[config.mk]
export PLATFORM = sky130hd
export DESIGN_NAME = gpu_vga_scanout_flat
export DESIGN_NICKNAME = d
export VERILOG_FILES = /design/src/rtl/gpu_vga_scanout_if.sv /design/src/rtl/gpu_vga_scanout.sv /design/src/flat_wrapper.sv
export SDC_FILE = /design/constraint.sdc
export NUM_CORES = 1
export LEC_CHECK = 0
export CORE_MARGIN = 1
export CORE_UTILIZATION = 35
export CTS_BUF_LIST = sky130_fd_sc_hd__clkbuf_2
export CTS_CLUSTER_DIAMETER = 100
export CTS_CLUSTER_SIZE = 25
export DETAILED_ROUTE_END_ITERATION = 7
export SYNTH_ARGS = -nofsm -noshare
export SYNTH_HDL_FRONTEND = slang
export SYNTH_SLANG_ARGS = --single-unit
[constraint.sdc]
create_clock -name clk -period 2.54 [get_ports clk]
set_input_delay 0.508 -clock clk [delete_from_list [all_inputs] [get_ports clk]]
set_output_delay 0.508 -clock clk [all_outputs]
set_load 0.1 [all_outputs]
[src/rtl/gpu_vga_scanout_if.sv]
// Video-memory read port 1 plus VGA pin bundle for the scanout block.
// mem_rden1/mem_addr1 form a request with no backpressure; mem_dout1 answers it exactly one cycle later.
interface gpu_vga_scanout_if;
  logic        mem_rden1;
  logic [14:0] mem_addr1;
  logic [11:0] mem_dout1;
  logic        vga_hs;
  logic        vga_vs;
  logic [3:0]  vga_r;
  logic [3:0]  vga_g;
  logic [3:0]  vga_b;
  logic        vblank;
  logic        frame_start;

  modport master (
    output mem_rden1, mem_addr1,
    input  mem_dout1,
    output vga_hs, vga_vs, vga_r, vga_g, vga_b, vblank, frame_start
  );

  modport slave (
    input  mem_rden1, mem_addr1,
    output mem_dout1,
    input  vga_hs, vga_vs, vga_r, vga_g, vga_b, vblank, frame_start
  );
endinterface

[src/rtl/gpu_vga_scanout.sv]
// VGA scanout: timing counters (S0), memory-latency alignment (S1), output registers (S2).
// Framebuffer pixels are upscaled 4x4 using a row-base register instead of a multiplier.
module gpu_vga_scanout #(
  parameter int H_VIS  = 800,
  parameter int H_FP   = 40,
  parameter int H_SYNC = 128,
  parameter int H_BP   = 88,
  parameter int V_VIS  = 600,
  parameter int V_FP   = 1,
  parameter int V_SYNC = 4,
  parameter int V_BP   = 23,
  parameter bit HS_POL = 1'b1,
  parameter bit VS_POL = 1'b1,
  parameter int FB_W   = 200,
  parameter int FB_H   = 150
) (
  input  logic              clk,
  input  logic              rst_n,
  input  logic              en,
  gpu_vga_scanout_if.master bus
);

  localparam int H_TOT = H_VIS + H_FP + H_SYNC + H_BP;
  localparam int V_TOT = V_VIS + V_FP + V_SYNC + V_BP;

  localparam logic [10:0] H_LAST   = 11'(H_TOT - 1);
  localparam logic [10:0] H_VIS_C  = 11'(H_VIS);
  localparam logic [10:0] HS_FIRST = 11'(H_VIS + H_FP);
  localparam logic [10:0] HS_LAST  = 11'(H_VIS + H_FP + H_SYNC - 1);
  localparam logic [9:0]  V_LAST   = 10'(V_TOT - 1);
  localparam logic [9:0]  V_VIS_C  = 10'(V_VIS);
  localparam logic [9:0]  VS_FIRST = 10'(V_VIS + V_FP);
  localparam logic [9:0]  VS_LAST  = 10'(V_VIS + V_FP + V_SYNC - 1);
  localparam logic [14:0] FB_W_C   = 15'(FB_W);

  if (FB_W * 4 != H_VIS || FB_H * 4 != V_VIS) begin : g_bad_geometry
    $error("gpu_vga_scanout: framebuffer must be exactly one quarter of the visible area");
  end

  // S0 state
  logic        run;
  logic [10:0] hcnt;
  logic [9:0]  vcnt;
  logic [14:0] row_base;

  // S0 combinational terms
  logic        h_wrap;
  logic        v_wrap;
  logic        vis_raw;
  logic        hs_raw;
  logic        vs_raw;
  logic        vblank_raw;
  logic        frame_raw;

  // S1 alignment registers
  logic        vis_d;
  logic        hs_d;
  logic        vs_d;
  logic        vblank_d;
  logic        frame_d;

  assign h_wrap = (hcnt == H_LAST);
  assign v_wrap = (vcnt == V_LAST);

  // run is en delayed by one cycle, so the first counted cycle after en rises is (0,0).
  always_ff @(posedge clk or negedge rst_n) begin
    if (!rst_n) begin
      run      <= 1'b0;
      hcnt     <= '0;
      vcnt     <= '0;
      row_base <= '0;
    end else begin
      run <= en;
      if (!en) begin
        hcnt     <= '0;
        vcnt     <= '0;
        row_base <= '0;
      end else if (run) begin
        if (h_wrap) begin
          hcnt <= '0;
          if (v_wrap) begin
            vcnt     <= '0;
            row_base <= '0;
          end else begin
            vcnt <= vcnt + 10'd1;
            if (vcnt[1:0] == 2'd3 && vcnt < V_VIS_C) begin
              row_base <= row_base + FB_W_C;
            end
          end
        end else begin
          hcnt <= hcnt + 11'd1;
        end
      end
    end
  end

  always_comb begin
    vis_raw    = run && (hcnt < H_VIS_C) && (vcnt < V_VIS_C);
    hs_raw     = run && (hcnt >= HS_FIRST) && (hcnt <= HS_LAST);
    vs_raw     = run && (vcnt >= VS_FIRST) && (vcnt <= VS_LAST);
    vblank_raw = run && (vcnt >= V_VIS_C);
    frame_raw  = run && (hcnt == 11'd0) && (vcnt == 10'd0);
  end

  assign bus.mem_rden1 = vis_raw;
  assign bus.mem_addr1 = vis_raw ? (row_base + {6'd0, hcnt[10:2]}) : 15'd0;

  always_ff @(posedge clk or negedge rst_n) begin
    if (!rst_n) begin
      vis_d    <= 1'b0;
      hs_d     <= 1'b0;
      vs_d     <= 1'b0;
      vblank_d <= 1'b0;
      frame_d  <= 1'b0;
    end else begin
      vis_d    <= vis_raw;
      hs_d     <= hs_raw;
      vs_d     <= vs_raw;
      vblank_d <= vblank_raw;
      frame_d  <= frame_raw;
    end
  end

  // Memory data is only trusted when the matching request was a visible pixel.
  always_ff @(posedge clk or negedge rst_n) begin
    if (!rst_n) begin
      bus.vga_r       <= 4'd0;
      bus.vga_g       <= 4'd0;
      bus.vga_b       <= 4'd0;
      bus.vga_hs      <= ~HS_POL;
      bus.vga_vs      <= ~VS_POL;
      bus.vblank      <= 1'b0;
      bus.frame_start <= 1'b0;
    end else begin
      bus.vga_r       <= vis_d ? bus.mem_dout1[11:8] : 4'd0;
      bus.vga_g       <= vis_d ? bus.mem_dout1[7:4]  : 4'd0;
      bus.vga_b       <= vis_d ? bus.mem_dout1[3:0]  : 4'd0;
      bus.vga_hs      <= hs_d ? HS_POL : ~HS_POL;
      bus.vga_vs      <= vs_d ? VS_POL : ~VS_POL;
      bus.vblank      <= vblank_d;
      bus.frame_start <= frame_d;
    end
  end

endmodule

[src/flat_wrapper.sv]
// flat-port wrapper written by rule: the top's interface ports become plain ports
module gpu_vga_scanout_flat 
#(
  parameter int H_VIS  = 800,
  parameter int H_FP   = 40,
  parameter int H_SYNC = 128,
  parameter int H_BP   = 88,
  parameter int V_VIS  = 600,
  parameter int V_FP   = 1,
  parameter int V_SYNC = 4,
  parameter int V_BP   = 23,
  parameter bit HS_POL = 1'b1,
  parameter bit VS_POL = 1'b1,
  parameter int FB_W   = 200,
  parameter int FB_H   = 150
)
  (clk, rst_n, en, bus_mem_rden1, bus_mem_addr1, bus_mem_dout1, bus_vga_hs, bus_vga_vs, bus_vga_r, bus_vga_g, bus_vga_b, bus_vblank, bus_frame_start);
  gpu_vga_scanout_if bus_i ();
  input  logic clk;
  input  logic rst_n;
  input  logic en;
  output wire logic [$bits(bus_i.mem_rden1)-1:0] bus_mem_rden1;
  output wire logic [$bits(bus_i.mem_addr1)-1:0] bus_mem_addr1;
  input wire logic [$bits(bus_i.mem_dout1)-1:0] bus_mem_dout1;
  output wire logic [$bits(bus_i.vga_hs)-1:0] bus_vga_hs;
  output wire logic [$bits(bus_i.vga_vs)-1:0] bus_vga_vs;
  output wire logic [$bits(bus_i.vga_r)-1:0] bus_vga_r;
  output wire logic [$bits(bus_i.vga_g)-1:0] bus_vga_g;
  output wire logic [$bits(bus_i.vga_b)-1:0] bus_vga_b;
  output wire logic [$bits(bus_i.vblank)-1:0] bus_vblank;
  output wire logic [$bits(bus_i.frame_start)-1:0] bus_frame_start;
  assign bus_mem_rden1 = bus_i.mem_rden1;
  assign bus_mem_addr1 = bus_i.mem_addr1;
  assign bus_i.mem_dout1 = bus_mem_dout1;
  assign bus_vga_hs = bus_i.vga_hs;
  assign bus_vga_vs = bus_i.vga_vs;
  assign bus_vga_r = bus_i.vga_r;
  assign bus_vga_g = bus_i.vga_g;
  assign bus_vga_b = bus_i.vga_b;
  assign bus_vblank = bus_i.vblank;
  assign bus_frame_start = bus_i.frame_start;
  gpu_vga_scanout #(.H_VIS(H_VIS), .H_FP(H_FP), .H_SYNC(H_SYNC), .H_BP(H_BP), .V_VIS(V_VIS), .V_FP(V_FP), .V_SYNC(V_SYNC), .V_BP(V_BP), .HS_POL(HS_POL), .VS_POL(VS_POL), .FB_W(FB_W), .FB_H(FB_H)) u_core (.clk(clk), .rst_n(rst_n), .en(en), .bus(bus_i));
endmodule
==> flow_summary.ini <==
[cells_and_area]
final_nets = 460
syn2layout_area_growth_pct = 43.2
fillers = 772
layout-drive-gt1-share_pct = 31.9
layout_commonest_cell = buf_4
n_antenna_cell = 0
postLayoutCoreUtil_pct = 52.0
fin_area_um2 = 4540
mostFrequentLayoutCells = buf_4, dfrtp_1, o21ai_0, nand2_1, nor2_1

[clock_network]
clkTransAtPathRegs_ps = 300
htreeDepth = 2
cts_tree = done
root_buffer = clkbuf_2
cts.sinks = 55
cts_buffers = 5
clk_path_buf_depth = 2
worstSkewPairLatency_ps = 480

[logic_synthesis]
ys_seq_area_share_pct = 43.5
synth_compound_gate_area_share_pct = 17.2
synth_mux_area_share_pct = 0.632
avgSynthCellArea_um2 = 9.10
synth_simple_gate_area_share_pct = 25.1
synth_top_area_share_pct = 43.5
syn_area_um2 = 3170
async_flop_share_pct = 100
synth_top_family_by_area = simple AND/OR/NAND/NOR gates
syn_nets = 377
synth_fa_ha_area_share_pct = 5.53
ys_types = 53
synth_cells = 348
synth_top_area_cell = dfrtp_1
synth-xor-area-share_pct = 4.43
synth_area_leaders = dfrtp_1, ha_1, o21ai_0
synth-main-ff-cell = dfrtp_1
synth_edf_count = 0
yosys_register_bits = 55
yosys_warnings = 0

[sta]
setup_viol = 16
clock_skew_ps = 49.4
finalHoldViolations = 0
finalCriticalPeriod_ps = 2930
drv_slew = 0
fmax_mhz = 341
layout_setup_ws_ps = -393
rsz0062_at_grt = true
slew_headroom_pct = 65.9
fin_crit_sh_pct = 115
worstMarginPinSlew_ps = 507

[min_path]
hp-class = reg -> reg
holdCritStartpoint = u_core.frame_d

[global_routing]
grt_pass1_wl_mm = 13.8
antenna_found_initial = 0
grt_pass1_vias = 2931
grt_max_degree = 35
grt_usage_pct = 17.7
gr-total-overflow = 0

[detailed_routing]
ant_nets = 0
dr.pass1.iters = 4
via_count = 2861
wl_per_cell_um = 15.0
post-route-drc-count = 0
drt_iter0_drc = 198
viasPerCell = 5.30
routed_wl_mm = 8.12

[outcome]
status = finished with violations
violations = setup timing

[worst_setup_path]
cp.arrival_ps = 2420
crit_chain = ha_4 -> buf_6 -> nand4_1 -> a21oi_2 -> o21ai_4 -> or4_4 -> nand2_4 -> buf_12
crit_start = u_core.hcnt[10]
cp-end-kind = output port
r2r_start = u_core.hcnt[9]
cp.required_ps = 2030
startpoint_type = flip-flop
worst-path-max-fanout = 5
cpPeakStageDelay_ps = 490
worst-path-buf-inv = 2
slowest_stage = dfrtp_1
crit_type = reg -> out
crit_family = simple AND/OR/NAND/NOR gates

[floorplan]
die_width_um = 97.1
start_util_pct = 36.3
num_rows = 34
die_area_um2 = 9430
core_um2 = 8720
io_pins = 47
die_y_um = 97.1

[place]
dp_hpwl_mm = 5.78
dpl-instance-area_um2 = 4190
place_ws_ps = 43.0
numPortBuffers = 46
gp_congestion = 0.866

[pwr]
p_leak_nw = 1.93
vdd_drop_max_mv = 0.161
powerDensity_nw_per_um2 = 365

[run]
drv_cap = 0
synthesized netlist by cell type (all sizes together) (7+ instances only):
| master | instances |
|---|---|
| a21oi | 17 |
| nand2 | 33 |
| and2 | 16 |
| nand3 | 16 |
| xor2 | 10 |
| dfrtp | 55 |
| nor3 | 9 |
| inv | 9 |
| nand4 | 8 |
| and3 | 7 |
| clkbuf | 11 |
| nor2 | 35 |
| o21ai | 35 |
| ha | 14 |
registers in the layout (all words and copies together) (netlist names):
| register | flops |
|---|---|
| u_core.row_base | 12 |
| u_core.hcnt | 11 |
| u_core.vcnt | 10 |
| u_core.bus.vga_b | 4 |
| u_core.bus.vga_g | 4 |
| u_core.bus.vga_r | 4 |
| u_core.bus.frame_start | 1 |
| u_core.bus.vblank | 1 |
| u_core.bus.vga_hs | 1 |
| u_core.bus.vga_vs | 1 |
| u_core.frame_d | 1 |
| u_core.hs_d | 1 |
| u_core.run | 1 |
| u_core.vblank_d | 1 |
| u_core.vis_d | 1 |
| u_core.vs_d | 1 |
power by group:
group / total [mW] / switching, mW / internal (mW)
Sequential: 0.923 / 0.0186 / 0.904
Combinational: 0.359 / 0.236 / 0.123
Clock: 0.373 / 0.300 / 0.0729
final timing paths:
check	end	slack (ps)	cells after the start
worst max register to register	u_core.row_base[12]	220	6
worst min-delay path	u_core.bus.frame_start	350	0
worst max-delay path	bus_mem_addr1[12]	-390	8
worst min register to register	u_core.bus.frame_start	350	0
max in group asynchronous	u_core.vcnt[8]	1460	3
min in group asynchronous	u_core.bus.vga_b[0]	460	2
stage by stage:
| step | hold slack, ps | setup TNS [ps] | std cells | total power [mW] |
|---|---|---|---|---|
| after global routing | 358 | -5190 | 540 | 1.73 |
| after global placement | 332 | 0 | 525 | 1.28 |
| after detailed placement | 336 | 0 | 525 | 1.28 |
| final | 350 | -3480 | 540 | 1.65 |
| after floorplan | 212 | -1440 | 348 | 1.15 |
| after CTS | 345 | -4750 | 538 | 1.67 |
metal layers:
| layer | wire length, um | track usage, % | vias to the layer above |
|---|---|---|---|
| met2 | 3840 | 28.1 | 72 |
| met5 | 0 | 0 | - |
| met4 | 140 | 5.74 | 0 |
| li1 | - | - | 1401 |
| met1 | 3750 | 24.5 | 1372 |
| met3 | 389 | 3.17 | 16 |
kinds of logic (layout without fill, tap and decap cells):
| kind of cell | after synthesis | count (layout) |
|---|---|---|
| compound gates | 84 | 84 |
| xor+xnor | 16 | 16 |
| fa+ha+maj | 14 | 14 |
| buf+inv | 23 | 107 |
| flops | 55 | 55 |
| mux | 2 | 2 |
| other cells | 1 | 1 |
| simple gates | 153 | 153 |
final cells by class:
class,instances,area (um2),share of cell area [%]
Clock inverter,3,22.5,0.497
Sequential cell,55,1380,30.4
Multi-Input combinational cell,270,2000,44.0
Timing Repair Buffer,90,941,20.7
Tap cell,108,135,2.98
Inverter,9,37.5,0.828
Clock buffer,5,25.0,0.552
what timing repair did:
item                                   in CTS  in global routing
pin swaps                                  12                 15
buffers inserted                            4                  2
hold buffers                                1                  0
endpoints found under the hold margin      21                  0
setup endpoints to repair                  16                 16
gates resized for setup                    19                 27
No activity file was read; power rests on OpenSTA's default activity.
